--- config.mk ---
export PLATFORM = sky130hd
export DESIGN_NAME = uart_rx_fifo
export DESIGN_NICKNAME = d
export VERILOG_FILES = /design/src/rtl/uart_pkg.sv /design/src/rtl/uart_rx_fifo_buf.sv /design/src/rtl/uart_rx_fifo.sv
export SDC_FILE = /design/constraint.sdc
export NUM_CORES = 1
export LEC_CHECK = 0
export BUFFER_PORTS_ARGS = -buffer_cell sky130_fd_sc_hd__buf_4
export CAP_MARGIN = 15
export CORE_UTILIZATION = 55
export CTS_CLUSTER_SIZE = 16
export DETAILED_ROUTE_END_ITERATION = 8
export HOLD_SLACK_MARGIN = 0.03
export PLACE_DENSITY = 0.74
export RECOVER_POWER = 50
export REMOVE_ABC_BUFFERS = 1
export SLEW_MARGIN = 20
export SYNTH_ARGS = -nofsm -noshare
export SYNTH_HDL_FRONTEND = slang
export SYNTH_SLANG_ARGS = --single-unit
--- constraint.sdc ---
create_clock -name clk -period 2.06 [get_ports clk]
set_input_delay 0.103 -clock clk [delete_from_list [all_inputs] [get_ports clk]]
set_output_delay 0.103 -clock clk [all_outputs]
set_load 0.03 [all_outputs]
--- src/rtl/uart_pkg.sv ---
// Shared types for the UART receive path: FSM states, parity modes and FIFO entry layout.
package uart_pkg;

  localparam int RX_MAX_DATA_BITS = 8;

  localparam int PARITY_NONE = 0;
  localparam int PARITY_EVEN = 1;
  localparam int PARITY_ODD  = 2;

  typedef enum logic [2:0] {
    IDLE,
    START,
    DATA,
    PARITY,
    STOP,
    BREAK
  } rx_state_t;

  typedef struct packed {
    logic                        perr;
    logic                        ferr;
    logic [RX_MAX_DATA_BITS-1:0] data;
  } rx_entry_t;

endpackage

--- src/rtl/uart_rx_fifo_buf.sv ---
// First-word fall-through FIFO with push/pop handshake; a push into a full FIFO
// is accepted only when a pop happens in the same cycle.
module uart_rx_fifo_buf #(
  parameter int WIDTH = 10,
  parameter int DEPTH = 4
) (
  input  logic             clk,
  input  logic             rst,
  input  logic             push,
  input  logic [WIDTH-1:0] wdata,
  input  logic             pop,
  output logic [WIDTH-1:0] rdata,
  output logic             full,
  output logic             empty
);

  localparam int AW = $clog2(DEPTH);

  logic [WIDTH-1:0] mem [DEPTH];
  logic [AW-1:0]    wr_ptr;
  logic [AW-1:0]    rd_ptr;
  logic [AW:0]      count;
  logic             do_push;
  logic             do_pop;

  assign empty   = (count == '0);
  assign full    = (count == (AW+1)'(DEPTH));
  assign do_pop  = pop & ~empty;
  assign do_push = push & (~full | do_pop);

  // Head is forced to zero while empty so the unreset storage never shows through.
  assign rdata = empty ? '0 : mem[rd_ptr];

  always_ff @(posedge clk or posedge rst) begin
    if (rst) begin
      wr_ptr <= '0;
      rd_ptr <= '0;
      count  <= '0;
    end else begin
      if (do_push) wr_ptr <= wr_ptr + AW'(1);
      if (do_pop)  rd_ptr <= rd_ptr + AW'(1);
      case ({do_push, do_pop})
        2'b10:   count <= count + (AW+1)'(1);
        2'b01:   count <= count - (AW+1)'(1);
        default: count <= count;
      endcase
    end
  end

  // NOTE: storage has no reset; only pointers and count need a defined state.
  always_ff @(posedge clk) begin
    if (do_push) mem[wr_ptr] <= wdata;
  end

endmodule

--- src/rtl/uart_rx_fifo.sv ---
// Parametrised UART receiver with 3-sample majority voting and an FWFT receive FIFO.
// Define UART_RX_BREAK_DET_EN to report all-zero frames as a brk pulse instead of data.
module uart_rx_fifo
  import uart_pkg::*;
#(
  parameter int CLK_PER_HALF_BIT = 5208,
  parameter int DATA_BITS        = 8,
  parameter int PARITY_MODE      = PARITY_NONE,
  parameter int STOP_BITS        = 1,
  parameter int FIFO_DEPTH       = 4
) (
  input  logic                 clk,
  input  logic                 rst,
  input  logic                 rxd,
  output logic [DATA_BITS-1:0] rdata,
  output logic                 rperr,
  output logic                 rferr,
  output logic                 rvalid,
  input  logic                 rready,
  output logic                 overrun,
  input  logic                 ovr_clr,
  output logic                 brk
);

  localparam int BIT_CLKS = 2 * CLK_PER_HALF_BIT;
  localparam int CW       = $clog2(BIT_CLKS);

  localparam logic [CW-1:0] CNT_S0   = CW'(CLK_PER_HALF_BIT - 1);
  localparam logic [CW-1:0] CNT_S1   = CW'(CLK_PER_HALF_BIT);
  localparam logic [CW-1:0] CNT_DEC  = CW'(CLK_PER_HALF_BIT + 1);
  localparam logic [CW-1:0] CNT_WRAP = CW'(BIT_CLKS - 1);

  (* ASYNC_REG = "TRUE" *) logic [1:0] sync;
  logic rs;

  always_ff @(posedge clk or posedge rst) begin
    if (rst) sync <= 2'b11;
    else     sync <= {sync[0], rxd};
  end
  assign rs = sync[1];

  rx_state_t                   state;
  logic [CW-1:0]               cnt;
  logic                        s0, s1;
  logic [2:0]                  bit_idx;
  logic                        stop_idx;
  logic [RX_MAX_DATA_BITS-1:0] shreg;
  logic                        perr, ferr;
  logic                        push_q;
  rx_entry_t                   entry_q;

  logic bit_val, decide, wrap, last_stop, frame_ferr;

  assign bit_val    = (s0 & s1) | (s0 & rs) | (s1 & rs);
  assign decide     = (cnt == CNT_DEC);
  assign wrap       = (cnt == CNT_WRAP);
  assign last_stop  = (stop_idx == 1'(STOP_BITS - 1));
  assign frame_ferr = ferr | ~bit_val;

`ifdef UART_RX_BREAK_DET_EN
  logic par_bit, stop0, brk_q, is_brk;
  // The first stop bit is either the one being decided now or the one recorded earlier.
  assign is_brk = (shreg == '0) && ((PARITY_MODE == PARITY_NONE) || !par_bit)
                  && !((stop_idx == 1'b0) ? bit_val : stop0);
  assign brk = brk_q;
`else
  assign brk = 1'b0;
`endif

  // NOTE: every register below is updated with <= so all branches see pre-edge values.
  always_ff @(posedge clk or posedge rst) begin
    if (rst) begin
      state    <= IDLE;
      cnt      <= '0;
      s0       <= 1'b1;
      s1       <= 1'b1;
      bit_idx  <= '0;
      stop_idx <= 1'b0;
      shreg    <= '0;
      perr     <= 1'b0;
      ferr     <= 1'b0;
      push_q   <= 1'b0;
      entry_q  <= '0;
`ifdef UART_RX_BREAK_DET_EN
      par_bit  <= 1'b0;
      stop0    <= 1'b1;
      brk_q    <= 1'b0;
`endif
    end else begin
      push_q <= 1'b0;
`ifdef UART_RX_BREAK_DET_EN
      brk_q  <= 1'b0;
`endif
      if (state != IDLE && state != BREAK) begin
        cnt <= wrap ? '0 : cnt + CW'(1);
        if (cnt == CNT_S0) s0 <= rs;
        if (cnt == CNT_S1) s1 <= rs;
      end

      unique case (state)
        IDLE: begin
          if (!rs) begin
            state    <= START;
            cnt      <= '0;
            shreg    <= '0;
            perr     <= 1'b0;
            ferr     <= 1'b0;
            bit_idx  <= '0;
            stop_idx <= 1'b0;
          end
        end
        START: begin
          if (decide && bit_val) begin
            state <= IDLE;
            cnt   <= '0;
          end else if (wrap) begin
            state <= DATA;
          end
        end
        DATA: begin
          if (decide) shreg[bit_idx] <= bit_val;
          if (wrap) begin
            if (bit_idx == 3'(DATA_BITS - 1))
              state <= (PARITY_MODE != PARITY_NONE) ? PARITY : STOP;
            else
              bit_idx <= bit_idx + 3'd1;
          end
        end
        PARITY: begin
          if (decide) begin
            perr <= ((^shreg) ^ bit_val) != (PARITY_MODE == PARITY_ODD);
`ifdef UART_RX_BREAK_DET_EN
            par_bit <= bit_val;
`endif
          end
          if (wrap) state <= STOP;
        end
        STOP: begin
          if (decide) begin
`ifdef UART_RX_BREAK_DET_EN
            if (stop_idx == 1'b0) stop0 <= bit_val;
`endif
            if (last_stop) begin
              // Commit at the decision point so the next start edge is never missed.
              cnt     <= '0;
              state   <= IDLE;
              entry_q <= '{perr: perr, ferr: frame_ferr, data: shreg};
`ifdef UART_RX_BREAK_DET_EN
              if (is_brk) begin
                brk_q <= 1'b1;
                state <= BREAK;
              end else begin
                push_q <= 1'b1;
              end
`else
              push_q  <= 1'b1;
`endif
            end else begin
              ferr <= frame_ferr;
            end
          end else if (wrap) begin
            stop_idx <= 1'b1;
          end
        end
        BREAK: begin
          if (rs) state <= IDLE;
        end
        default: state <= IDLE;
      endcase
    end
  end

  rx_entry_t head;
  logic      fifo_full, fifo_empty, pop;

  assign rvalid = ~fifo_empty;
  assign pop    = rready & rvalid;

  uart_rx_fifo_buf #(
    .WIDTH ($bits(rx_entry_t)),
    .DEPTH (FIFO_DEPTH)
  ) u_buf (
    .clk   (clk),
    .rst   (rst),
    .push  (push_q),
    .wdata (entry_q),
    .pop   (pop),
    .rdata (head),
    .full  (fifo_full),
    .empty (fifo_empty)
  );

  assign rdata = head.data[DATA_BITS-1:0];
  assign rperr = head.perr;
  assign rferr = head.ferr;

  // A new drop wins over a simultaneous clear.
  always_ff @(posedge clk or posedge rst) begin
    if (rst)                                     overrun <= 1'b0;
    else if (push_q && fifo_full && !pop)        overrun <= 1'b1;
    else if (ovr_clr)                            overrun <= 1'b0;
  end

endmodule

## Yosys cells after proc, flatten, opt, wreduce, memory -nomap -nowiden

Memory sizes are Yosys's and may differ from the RTL's.
Cells that the tools add are included.

- Add/subtract/negate cells: 6
- $lt $le $gt $ge: 2
- Eq/ne operators: 28
- Muxes and demuxes: 45
- Bitwise operators: 15
- Reduce and logical (&&, ||, !) cells: 24

Operator list:

| kind | count |
|---|---|
| $mux 14 | 6 |
| $eq 14x13->1 const B | 3 |
| $pmux 14 s3 | 1 |
| $mux 3 | 12 |
| $ne 2x2->1 const B | 13 |
| $pmux 3 s6 | 1 |
| $mux 8 | 2 |
| $pmux 8 s2 | 1 |
| $add 14x1->14 const B | 1 |
| $eq 14x14->1 const B | 1 |
| $mux 1 | 14 |
| $eq 3x3->1 const B | 4 |
| $pmux 3 s2 | 2 |
| $reduce_and 4->1 | 3 |
| $mux 10 | 1 |
| $reduce_bool 2->1 | 5 |
| $reduce_and 3->1 | 3 |
| $bwmux 8 | 1 |
| $reduce_and 8->1 | 1 |
| $reduce_xor 8->1 | 1 |
| $add 3x1->3 const B | 2 |
| $and 1x1->1 | 6 |
| $eq 3x2->1 const B | 2 |
| $logic_not 3->1 | 2 |
| 17 further kinds | 32 |

- Register bits: 54
- Memory bits (writable): 40
- Input bits: 5
- Output and inout bits: 13
- Logic and storage cells: 139
- Memories: 1

Memory list:

| name | depth | bits a word | rd ports | clocked after Yosys merged registers in | wr ports | RTL line | RTL |
|---|---|---|---|---|---|---|---|
| u_buf.mem | 4 | 10 | 1 | 0 | 1 | uart_rx_fifo_buf.sv:19 | `logic [WIDTH-1:0] mem [DEPTH];` |

## Longest topological paths before layout

Gate-level depths: netlist of the first run.

- Word-level depth: 8
- Gate-level depth with buffers: 10
- Mapped depth without buffers: 9

## Hierarchy

Synthesis of the first run repeated with hierarchy kept, for this count alone.

- Cell total of the unflattened synthesis: 360
- Area, all modules: 4518.1 µm²

By module, submodules not included:

| module | times used | cells an instance | area an instance (µm²) | seq. area each (µm²) |
|---|---|---|---|---|
| uart_rx_fifo | 1 | 257 | 2571.2 | 1181.1 |
| uart_rx_fifo_buf | 1 | 103 | 1946.9 | 1376.3 |

## Worst setup path after synthesis of the first run

No wires, ideal clock.

- Path type: register to register
- From: reg u_buf.count[0]
- To: reg u_buf.count[2]
- Setup time: 0.079 ns
- Arrival time: 1.996 ns
- Data required time: 1.981 ns
- Path slack: -0.015 ns
- Stages on the path, launching flop included: 11
- Path buffers: 1
- Clock period less this slack: 2.075 ns
- Path through: dfrtp_1 > nor4b_1 > nor2b_1 > clkbuf_1 > inv_1 > ha_1 > inv_1 > fa_1 > xor2_1 > nor2_1 > xor2_1

- Word-level cells in the longest chain between the ends: 8
- Elaborated cells on any way between the ends: 14
- Those cells by class: 2 x add/sub; 3 x eq/ne; 1 x mux; 6 x bitwise; 2 x reduce/logical

Ends and longest elaborated chain:

| element | RTL line | RTL |
|---|---|---|
| start: declaration | uart_rx_fifo_buf.sv:22 | `logic [AW:0] count;` |
| start signal: assignment | uart_rx_fifo_buf.sv:43 | `2'b10: count <= count + (AW+1)'(1);` |
| start signal: assignment | uart_rx_fifo_buf.sv:44 | `2'b01: count <= count - (AW+1)'(1);` |
| start signal: assignment | uart_rx_fifo_buf.sv:45 | `default: count <= count;` |
| $logic_not 3->1 | uart_rx_fifo_buf.sv:26 | `assign empty = (count == '0);` |
| $not 1->1 | uart_rx_fifo_buf.sv:28, uart_rx_fifo.sv:176 |  |
| $and 1x1->1 | uart_rx_fifo.sv:177 | `assign pop = rready & rvalid;` |
| $and 1x1->1 | uart_rx_fifo_buf.sv:28 | `assign do_pop = pop & ~empty;` |
| $or 1x1->1 | uart_rx_fifo_buf.sv:29 | `assign do_push = push & (~full \| do_pop);` |
| $and 1x1->1 | uart_rx_fifo_buf.sv:29 |  |
| $eq 2x1->1 / $eq 2x2->1 (equally long branches) | uart_rx_fifo_buf.sv:42 | `case ({do_push, do_pop})` |
| $pmux 3 s2 / $reduce_bool 2->1 (equally long branches) | n/a |  |

Parallel ways exist; a longest one is shown, timed or not.
A chain may end at the register's enable or synchronous reset.

## Final worst setup path of the first run

- From: reg cnt[9]
- To: reg shreg[6]

- Word-level cells in the longest chain between the ends: 3

Ends and longest elaborated chain:

| element | RTL line | RTL |
|---|---|---|
| start: declaration | uart_rx_fifo.sv:43 | `logic [CW-1:0] cnt;` |
| start signal: assignment | uart_rx_fifo.sv:95 | `cnt <= wrap ? '0 : cnt + CW'(1);` |
| $eq 14x13->1 | uart_rx_fifo.sv:55 | `assign decide = (cnt == CNT_DEC);` |
| $ne 2x2->1 (no source line) | n/a |  |
| $reduce_and 3->1 (no source line) | n/a |  |
| end signal: indexed assignment | uart_rx_fifo.sv:121 | `if (decide) shreg[bit_idx] <= bit_val;` |
| end: declaration | uart_rx_fifo.sv:47 | `logic [RX_MAX_DATA_BITS-1:0] shreg;` |

Every way passes these cells.

==> qor.txt, run 1 <==
status - complete, no violations
die height - 91 um
maximum vdd drop - 0.3874 mV
Place WS - -0.07845 ns
CTS root buf - clkbuf_8
Area after DPL - 4768 um2
EDFF count, synth - 40
First-pass DRT Iterations - 7
Synth warnings - 0
syn_area_per_cell - 12.70 um2
DR vias/cell - 5.655
Synth area leaders - dfrtp_1 29%, edfxtp_1 28%, mux4_2 5.2%, xnor2_1 3.2%, ha_1 2.9%
row count - 32
mux contribution to synthesized area - 7.984%
Req. time, crit path - 2.30 ns
final core utilization - 66.57%
vias in the first global route - 2798
share of layout cells above drive strength 1 - 24.63%
total grt overflow - 0
Yosys top cell by area - dfrtp_1
Max clock buf depth - 2
fin area - 5117 um2
port buffer count - 16
ys async rst share - 57.45%
Total Routed Length - 8130 um
die area - 8281 um2
ANT nets after route - 0
count leader, synth - dfrtp_1
Max Cap Viol - 0
TritonCTS clock tree - done
Post-synth top cells - 50 x dfrtp_1, 40 x edfxtp_1, 29 x nor2_1
Leak Pwr - 2.235 nW
first-pass GRT wire length - 13340 um
Synth Flop Type - dfrtp_1
CTS buffer count - 9
initial antenna violation count - 0
Top Ports - 18
Synth Instances - 343
Max Clk Rate - 0.4933 GHz
library cells used by synthesis - 57
Hold Path Class - input pin to register
Min Hold Slack - 0.06913 ns
total track usage - 21.02%
largest family of logic cells by synthesized area - simple AND/OR/NAND/NOR gates
Max-slew headroom - 40.76%
worst-skew pair later-pin latency - 0.35 ns
DR iter-0 viols - 151
clk_skew - 0.007817 ns
Worst EP arrival - 2.26 ns
final std cells w/o fill - 504
Yosys reg bits - 94
vias - 2850
Simple-Gate Fraction of Synth Area - 14.01%
RSZ-0062 raised after global routing - yes
hpwl dp - 5667 um
clock sinks - 94
PD cells - 716.6 nW/um2
crit path launch type - register
pin count of the biggest net entering global routing - 34
Synth top area share - 28.72%
CTS H-tree depth - 3
routability cong. - 0.8473
CP max FO - 8
core area - 7687 um2
Die Span X - 91 um
DRC - 0
minimum clock period after layout - 2.027 ns
Adder-Cell Fraction of Synth Area - 3.331%
Layout area overhead - 17.46%
nature of the critical path endpoint - register
post-synthesis xor/xnor area fraction - 5.629%
Clk pin slew, worst setup/hold paths - 0.09 ns
Mapped Area - 4357 um2
endpoints failing setup - 0
Final Hold Viols - 0
Final Total Pwr - 3.667 mW
# fillers - 581
post-synthesis sequential area ratio - 58.70%
Initial Util - 56.67%
final period utilization - 98.41%
fin nets - 413
TNS Setup - 0 ns
Slew Limit Fails - 0
Worst Tran Pin Value - 0.8877 ns
Compound-Gate Fraction of Synth Area - 7.352%
ant diodes - 0
Crit Path Class - register to register
Routed wire per std cell - 16.13 um
# placed instances - 476
fin worst setup slack - 0.03269 ns
cell families (layout without fill, tap and decap cells):
group	after synthesis	after routing
mux	21	21
compound gates	45	45
fa+ha+maj	11	11
xor+xnor	28	28
other cells	1	1
flops	94	94
buf+inv	31	90
simple gates	112	112
flip-flops by register name (all words and copies together), names as in the netlist, 2 cells and up:
register and count:
cnt 14, u_buf.count 3, bit_idx 3, u_buf.mem 40
shreg 8, entry_q 10, sync 2, u_buf.rd_ptr 2
state 3, u_buf.wr_ptr 2
power breakdown:
part	total (mW)	internal (mW)	leakage, nW	switching [mW]
sequential	2.09	2.00	1.17	0.0895
clock	1.12	0.483	0.0901	0.638
combinational	0.460	0.236	0.976	0.224
critical path, cell delays in order, from the launching register on:
cell,delay [ns]
dfrtp_1,0.39
or2_4,0.27
or4_4,0.56
or3_4,0.39
o211ai_1,0.19
o31ai_1,0.10
routing by layer:
layer | up-vias | GRT usage, % | wire length, um
met1 | 1426 | 26.51 | 3450
met5 | - | 0 | 0
met3 | 14 | 3.015 | 288
met2 | 62 | 36.68 | 4264
met4 | 0 | 8.333 | 126
li1 | 1348 | - | -
cells in the final DEF, fill, tap and decap left out, types with 2 or more instances in the layout:
master         instances
a211oi_1               3
a21oi_1                5
a22o_1                 2
and2_1                14
and3_1                 3
buf_4                 48
clkbuf_1               2
clkbuf_4               2
clkbuf_8              10
clkinv_4               3
dfrtp_1               50
dfstp_2                4
dlygate4sd3_1          3
edfxtp_1              40
ha_1                   9
inv_1                 15
inv_2                  2
mux2_1                 9
mux4_2                10
nand2_1               22
nand2b_1               2
nand3_1               10
nand3b_1               3
nand4_1                8
nand4bb_4              2
nor2_1                28
o211ai_1              10
o21ai_0                6
o21ai_1                2
o31ai_1                8
or3_1                  2
or3_4                  2
xnor2_1               16
xor2_1                12
worst paths after layout:
check / slack, ns / to / depth (start not counted) / from
setup / recovery: 0.03 / shreg[6] / 5 / cnt[9]
hold / removal: 0.07 / overrun / 4 / rready
setup reg to reg: 0.03 / shreg[6] / 5 / cnt[9]
hold reg to reg: 0.36 / sync[1] / 0 / sync[0]
max in group asynchronous: 0.32 / shreg[4] / 4 / rst
min in group asynchronous: 0.48 / u_buf.count[1] / 3 / rst
layout make-up:
cell class	instances	area [um2]	share of cell area [%]
clock buffer	11	141.4	2.763
clock inverter	5	42.54	0.8313
tap	102	127.6	2.494
multi-input combinational	218	1753	34.25
sequential	94	2557	49.98
timing repair buffer	56	425.4	8.313
inverter	18	70.07	1.369
what timing repair did:
action | CTS | global route
gates resized for setup | 3 | 13
hold endpoints to repair | 23 | 0
buffers inserted | 0 | 9
endpoints found under the setup margin | 9 | 26
pin swaps | 0 | 5
hold buffers | 3 | 0
(Power assumes the default switching activity.)
==> run 2, diff against run 1 <==
- REMOVE_ABC_BUFFERS: 1 -> default
- SKIP_LAST_GASP: default -> 1
==> run 2 against run 1 <==
  * Cell count fell by 0.60%
  * Sequential share of layout area rose by 0.13 points
  * Clock power rose by 7%
  * Core utilization fell by 0.15 points
  * Global-route usage fell by 0.67 points
  * Clock skew rose by 0.0035 ns
  * Hold slack got worse by 0.019 ns
  * Highest routed layer unchanged
==> qor.txt, run 2 (same netlist as run 1, synthesis figures left out) <==
share of layout cells above drive strength 1 - 24.31% (-0.32 points)
combinational share of power - 11.1% (-1.4 points)
DRC - 0 (unchanged)
clock network fraction of total power - 32.5% (+1.9 points)
DR vias/cell - 5.499 (-2.8%)
most frequent cells in the layout - 49 x dfrtp_1, 46 x buf_4, 40 x edfxtp_1
port buffer count - 16 (unchanged)
RSZ-0062 raised after global routing - yes
Most flops, register - u_buf.mem
Worst path slowest cell - or4_4
total grt overflow - 0 (unchanged)
First-pass DRT Iterations - 4 (-3)
Top Usage Layer GRT - met2
Initial Util - 56.67% (unchanged)
first-pass GRT wire length - 13010 um (-2.5%)
vias in the first global route - 2753 (-1.6%)
Worst EP arrival - 2.26 ns (about the same)
Leak Pwr - 2.233 nW (about the same)
Sw Share - 27.44% (+1.5 points)
DR iter-0 viols - 70 (-54%)
ANT nets after route - 0 (unchanged)
CP max FO - 8 (unchanged)
core area - 7687 um2 (unchanged)
GR met1 Demand/Resource - 24.83% (-1.7 points)
Routed wire per std cell - 15.42 um (-4.4%)
Flop pwr share - 56.4% (-0.5 points)
nature of the critical path endpoint - register
Req. time, crit path - 2.31 ns (about the same)
die area - 8281 um2 (unchanged)
initial antenna violation count - 0 (unchanged)
total track usage - 20.35% (-0.67 points)
vias - 2755 (-3.3%)
CTS buffer count - 9 (unchanged)
Min Hold Slack - 0.04988 ns (-0.01925 ns)
CP cell instances - nand4bb_4, or4_4, or3_4, o211ai_1, o31ai_1
sw power - 1.017 mW (+6.9%)
clock sinks - 94 (unchanged)
hpwl dp - 5449 um (-3.9%)
Max Clk Rate - 0.4969 GHz (+0.75%)
minimum clock period after layout - 2.012 ns (-0.01499 ns)
Clk pin slew, worst setup/hold paths - 0.10 ns (about the same)
CTS H-tree depth - 3 (unchanged)
fin nets - 410 (-0.73%)
Max-slew headroom - 19.91% (-21 points)
CTS root buf - clkbuf_8
slowest stage delay, CP - 0.57 ns (about the same)
TritonCTS clock tree - done
worst-skew pair later-pin latency - 0.36 ns (about the same)
max reg flops - 40 (unchanged)
final std cells w/o fill - 501 (-0.60%)
Final Hold Viols - 0 (unchanged)
maximum vdd drop - 0.3317 mV (-14%)
Max clock buf depth - 2 (unchanged)
Crit path max-delay family - simple AND/OR/NAND/NOR gates
Die Span X - 91 um (unchanged)
crit path launch type - register
row count - 32 (unchanged)
Power Internal - 2.690 mW (-0.93%)
clk_skew - 0.01127 ns (+0.003451 ns)
Crit Path Class - register to register
most common cell after layout, fill and taps aside - dfrtp_1
die height - 91 um (unchanged)
Largest regs - u_buf.mem (40), cnt (14), entry_q (10)
Total Routed Length - 7724 um (-5.0%)
Final Total Pwr - 3.707 mW (+1.1%)
Hold Path Class - input pin to register
Layout area overhead - 17.20%
final core utilization - 66.42% (-0.15 points)
Max Cap Viol - 0 (unchanged)
ant diodes - 0 (unchanged)
Top Ports - 18 (unchanged)
CP bufs+invs - 0 (unchanged)
status - complete, no violations
# placed instances - 480 (+0.84%)
M3 GR Usage - 3.350% (+0.34 points)
PD cells - 726.0 nW/um2 (+1.3%)
endpoints failing setup - 0 (unchanged)
pin count of the biggest net entering global routing - 31 (-8.8%)
grt met2 use - 35.92% (-0.76 points)
Worst Tran Pin Value - 1.200 ns (+0.3123 ns)
Slew Limit Fails - 0 (unchanged)
final period utilization - 97.69% (-0.73 points)
routability cong. - 0.8714 (+2.8%)
TNS Setup - 0 ns (unchanged)
syn nets - 359
-- run 2: changes by cell type in the layout (fill, tap and decap cells not counted), sizes merged --
cell    delta
buf        -3
clkbuf     -2
clkinv     -1
inv        +3
-- run 2: cell type report --
cell class | instances | area (um2)
Fill cell | 567 | 2581
Sequential cell | 94 | 2559
Multi-Input combinational cell | 218 | 1739
Timing Repair Buffer | 53 | 414.1
Tap cell | 102 | 127.6
Clock buffer | 9 | 123.9
Clock inverter | 7 | 75.07
Inverter | 18 | 67.56
-- run 2: timing repair --
action / CTS / global route
resized for setup: 3 / 8
setup endpoints to repair: 9 / 27
endpoints found under the hold margin: 27 / 0
hold buffers: 3 / 0
setup buffers: 0 / 2
cloned: 0 / 0
pin swaps: 0 / 4
-- run 2: final timing paths --
| kind | start | endpoint | slack (ns) | cells after the start |
|---|---|---|---|---|
| worst max-delay path | cnt[13] | shreg[5] | 0.05 | 5 |
| min in group asynchronous | rst | overrun | 0.62 | 3 |
| worst min-delay path | rready | overrun | 0.05 | 4 |
| max in group asynchronous | rst | u_buf.count[0] | 0.66 | 3 |
| worst max register to register | cnt[13] | shreg[5] | 0.05 | 5 |
| worst min register to register | sync[0] | sync[1] | 0.37 | 0 |
-- run 2: metrics by stage --
step | setup slack (ns) | area [um2]
global route | -0.03062 | 5106
finish | 0.04768 | 5106
CTS | 0.02036 | 5052
detailed placement | -0.03735 | 4805
floorplan | 0.03094 | 4363
global placement | 0.03162 | 4805
-- run 2: worst min-delay path, delay by kind of cell --
| kind | cells | cell delay (ns) |
|---|---|---|
| buffers and inverters | 1 | 0.10 |
| and+or+nand+nor | 2 | 0.09 |
| AOI/OAI and AO/OA | 1 | 0.07 |
-- run 2: power groups by stage --
stage	logic, mW	clock network (mW)	registers [mW]
finish	0.413	1.20	2.09
floorplan	0.344	0	2.08
global placement	0.399	0	2.12
CTS	0.424	1.22	2.09
global route	0.464	1.29	2.10
detailed placement	0.412	0	2.12
-- run 2: metal layers --
metal,routed length (um),vias to the layer above
met1,3411,1345
met2,3971,50
met5,0,-
li1,-,1349
met4,108,0
met3,233,11
==> run 3, diff against run 2 <==
- CORE_UTILIZATION: 55 -> 35
- PLACE_DENSITY: 0.74 -> 0.51
==> run 3 against run 2 <==
  * Via count fell by 0.87%
  * Critical path depth unchanged
  * Clock skew decreased by 0.0018 ns
  * Register-to-register slack better by 0.02 ns
  * Setup slack improved by 0.017 ns
  * Final area up 5.3%
  * Non-clock buffer count grew 4
  * Sequential power about the same
  * Combinational power rose by 7.7%
  * Global-route usage down 6.1 points
  * Flip-flop and latch count stayed put
  * Hold slack better by 0.11 ns
  * Critical path type unchanged
==> qor.txt, run 3 (same netlist as run 1, synthesis figures left out) <==
CTS H-tree depth - 3 (unchanged)
Layout area overhead - 23.43%
total grt overflow - 0 (unchanged)
ANT nets after route - 0 (unchanged)
fin area - 5378 um2 (+5.3%)
Max Clk Rate - 0.5012 GHz (+0.87%)
# fillers - 1105 (+95%)
share of layout cells above drive strength 1 - 26.05% (+1.7 points)
pin count of the biggest net entering global routing - 55 (+77%)
final period utilization - 96.85% (-0.84 points)
max reg flops - 40 (unchanged)
row count - 40 (+25%)
DR iter-0 viols - 128 (+83%)
minimum clock period after layout - 1.995 ns (-0.01730 ns)
Initial Util - 36.12% (-21 points)
PD cells - 820.6 nW/um2 (+13%)
Top Ports - 18 (unchanged)
CTS root buf - clkbuf_16
port buffer count - 16 (unchanged)
worst-skew pair later-pin latency - 0.35 ns (about the same)
Worst Tran Pin Value - 1.373 ns (+0.1728 ns)
Leak Pwr - 2.319 nW (+3.8%)
fin worst setup slack - 0.06499 ns (+0.01730 ns)
Area after DPL - 4897 um2 (+1.9%)
status - complete, no violations
Req. time, crit path - 2.28 ns (-0.03 ns)
vias - 2731 (-0.87%)
Worst EP arrival - 2.22 ns (-0.04 ns)
Max clock buf depth - 2 (unchanged)
die area - 12900 um2 (+56%)
Slew Limit Fails - 0 (unchanged)
ant diodes - 0 (unchanged)
vias in the first global route - 2846 (+3.4%)
Place WS - -0.06724 ns (-0.02989 ns)
crit path launch type - register
most frequent cells in the layout - 50 x buf_4, 48 x dfrtp_1, 40 x edfxtp_1
TritonCTS clock tree - done
maximum vdd drop - 0.3606 mV (+8.7%)
fin nets - 414 (+0.98%)
Clk pin slew, worst setup/hold paths - 0.07 ns (-0.03 ns)
Routed wire per std cell - 14.30 um (-7.3%)
hpwl dp - 5509 um (+1.1%)
core area - 12060 um2 (+57%)
DR vias/cell - 4.783 (-13%)
routability cong. - 0.7435 (-15%)
RSZ-0062 raised after global routing - yes
clock sinks - 94 (unchanged)
slowest stage delay, CP - 0.55 ns (-0.02 ns)
first-pass GRT wire length - 14080 um (+8.2%)
Largest regs - u_buf.mem (40), cnt (14), entry_q (10)
Most flops, register - u_buf.mem
CP max FO - 7 (-1)
DRC - 0 (unchanged)
Final Hold Viols - 0 (unchanged)
most common cell after layout, fill and taps aside - buf_4
First-pass DRT Iterations - 4 (unchanged)
Total Routed Length - 8164 um (+5.7%)
Final Total Pwr - 4.413 mW (+19%)
CTS buffer count - 9 (unchanged)
Hold Path Class - input pin to register
total track usage - 14.29% (-6.1 points)
final core utilization - 44.59% (-22 points)
initial antenna violation count - 0 (unchanged)
Crit Path Class - register to register
CP cell instances - or2_4, or4_4, or3_4, o211ai_1, o31ai_2
nature of the critical path endpoint - register
Max Cap Viol - 0 (unchanged)
Die Span X - 113.6 um (+25%)
syn nets - 359 (unchanged)
Max-slew headroom - 8.480% (-11 points)
Worst path slowest cell - or4_4
endpoints failing setup - 0 (unchanged)
clk_skew - 0.009513 ns (-0.001755 ns)
die height - 113.6 um (+25%)
==> run 3: report_power, final <==
| part | total, mW | switching, mW | internal [mW] |
|---|---|---|---|
| Clock | 1.88 | 0.727 | 1.15 |
| Sequential | 2.09 | 0.0880 | 2.00 |
| Combinational | 0.445 | 0.217 | 0.227 |
==> run 3: path summary, 6_finish.rpt <==
path,start,endpoint,slack [ns],cells after the start
max in group asynchronous,rst,cnt[10],0.37,4
worst max-delay path,cnt[8],shreg[0],0.06,5
worst min register to register,sync[0],sync[1],0.36,0
worst min-delay path,rready,u_buf.rd_ptr[0],0.16,3
worst max register to register,cnt[8],shreg[0],0.06,5
min in group asynchronous,rst,cnt[6],0.79,4
==> run 3: cell type report <==
cell class	instances	area (um2)	area share (%)
clock inverter	5	88.84	1.652
clock buffer	11	254.0	4.723
timing repair buffer	57	429.2	7.980
sequential	94	2560	47.60
tap	168	210.2	3.909
inverter	18	67.56	1.256
multi-input combinational	218	1768	32.88
==> run 3: through the flow <==
step | setup TNS [ns] | hold slack (ns) | cells
after CTS | -0.002161 | 0.05557 | 568
after floorplan | 0 | 0.1075 | 343
after global placement | 0 | 0.2127 | 549
final | 0 | 0.1647 | 571
after detailed placement | -0.2986 | 0.2125 | 549
after global routing | -0.1227 | 0.1785 | 571
==> run 3: worst max-delay path, delay by kind of cell (launching register included) <==
kind,cells,cell delay (ns)
AOI/OAI and AO/OA,2,0.30
DFF,1,0.37
and+or+nand+nor,3,1.20
==> run 3: repair_timing <==
item / in CTS / in global routing
setup endpoints to repair: 9 / 16
pin swaps: 0 / 3
hold buffers: 3 / 0
gates cloned: 0 / 0
setup buffers: 0 / 3
endpoints found under the hold margin: 52 / 0
resized for setup: 3 / 14
==> run 3: metal layers <==
metal / vias to the layer above / wire [um] / track usage, %
met2: 21 / 4048 / 24.43
met4: 0 / 138 / 6.053
li1: 1355 / - / -
met3: 12 / 167 / 3.241
met5: - / 0 / 0
met1: 1343 / 3809 / 17.37
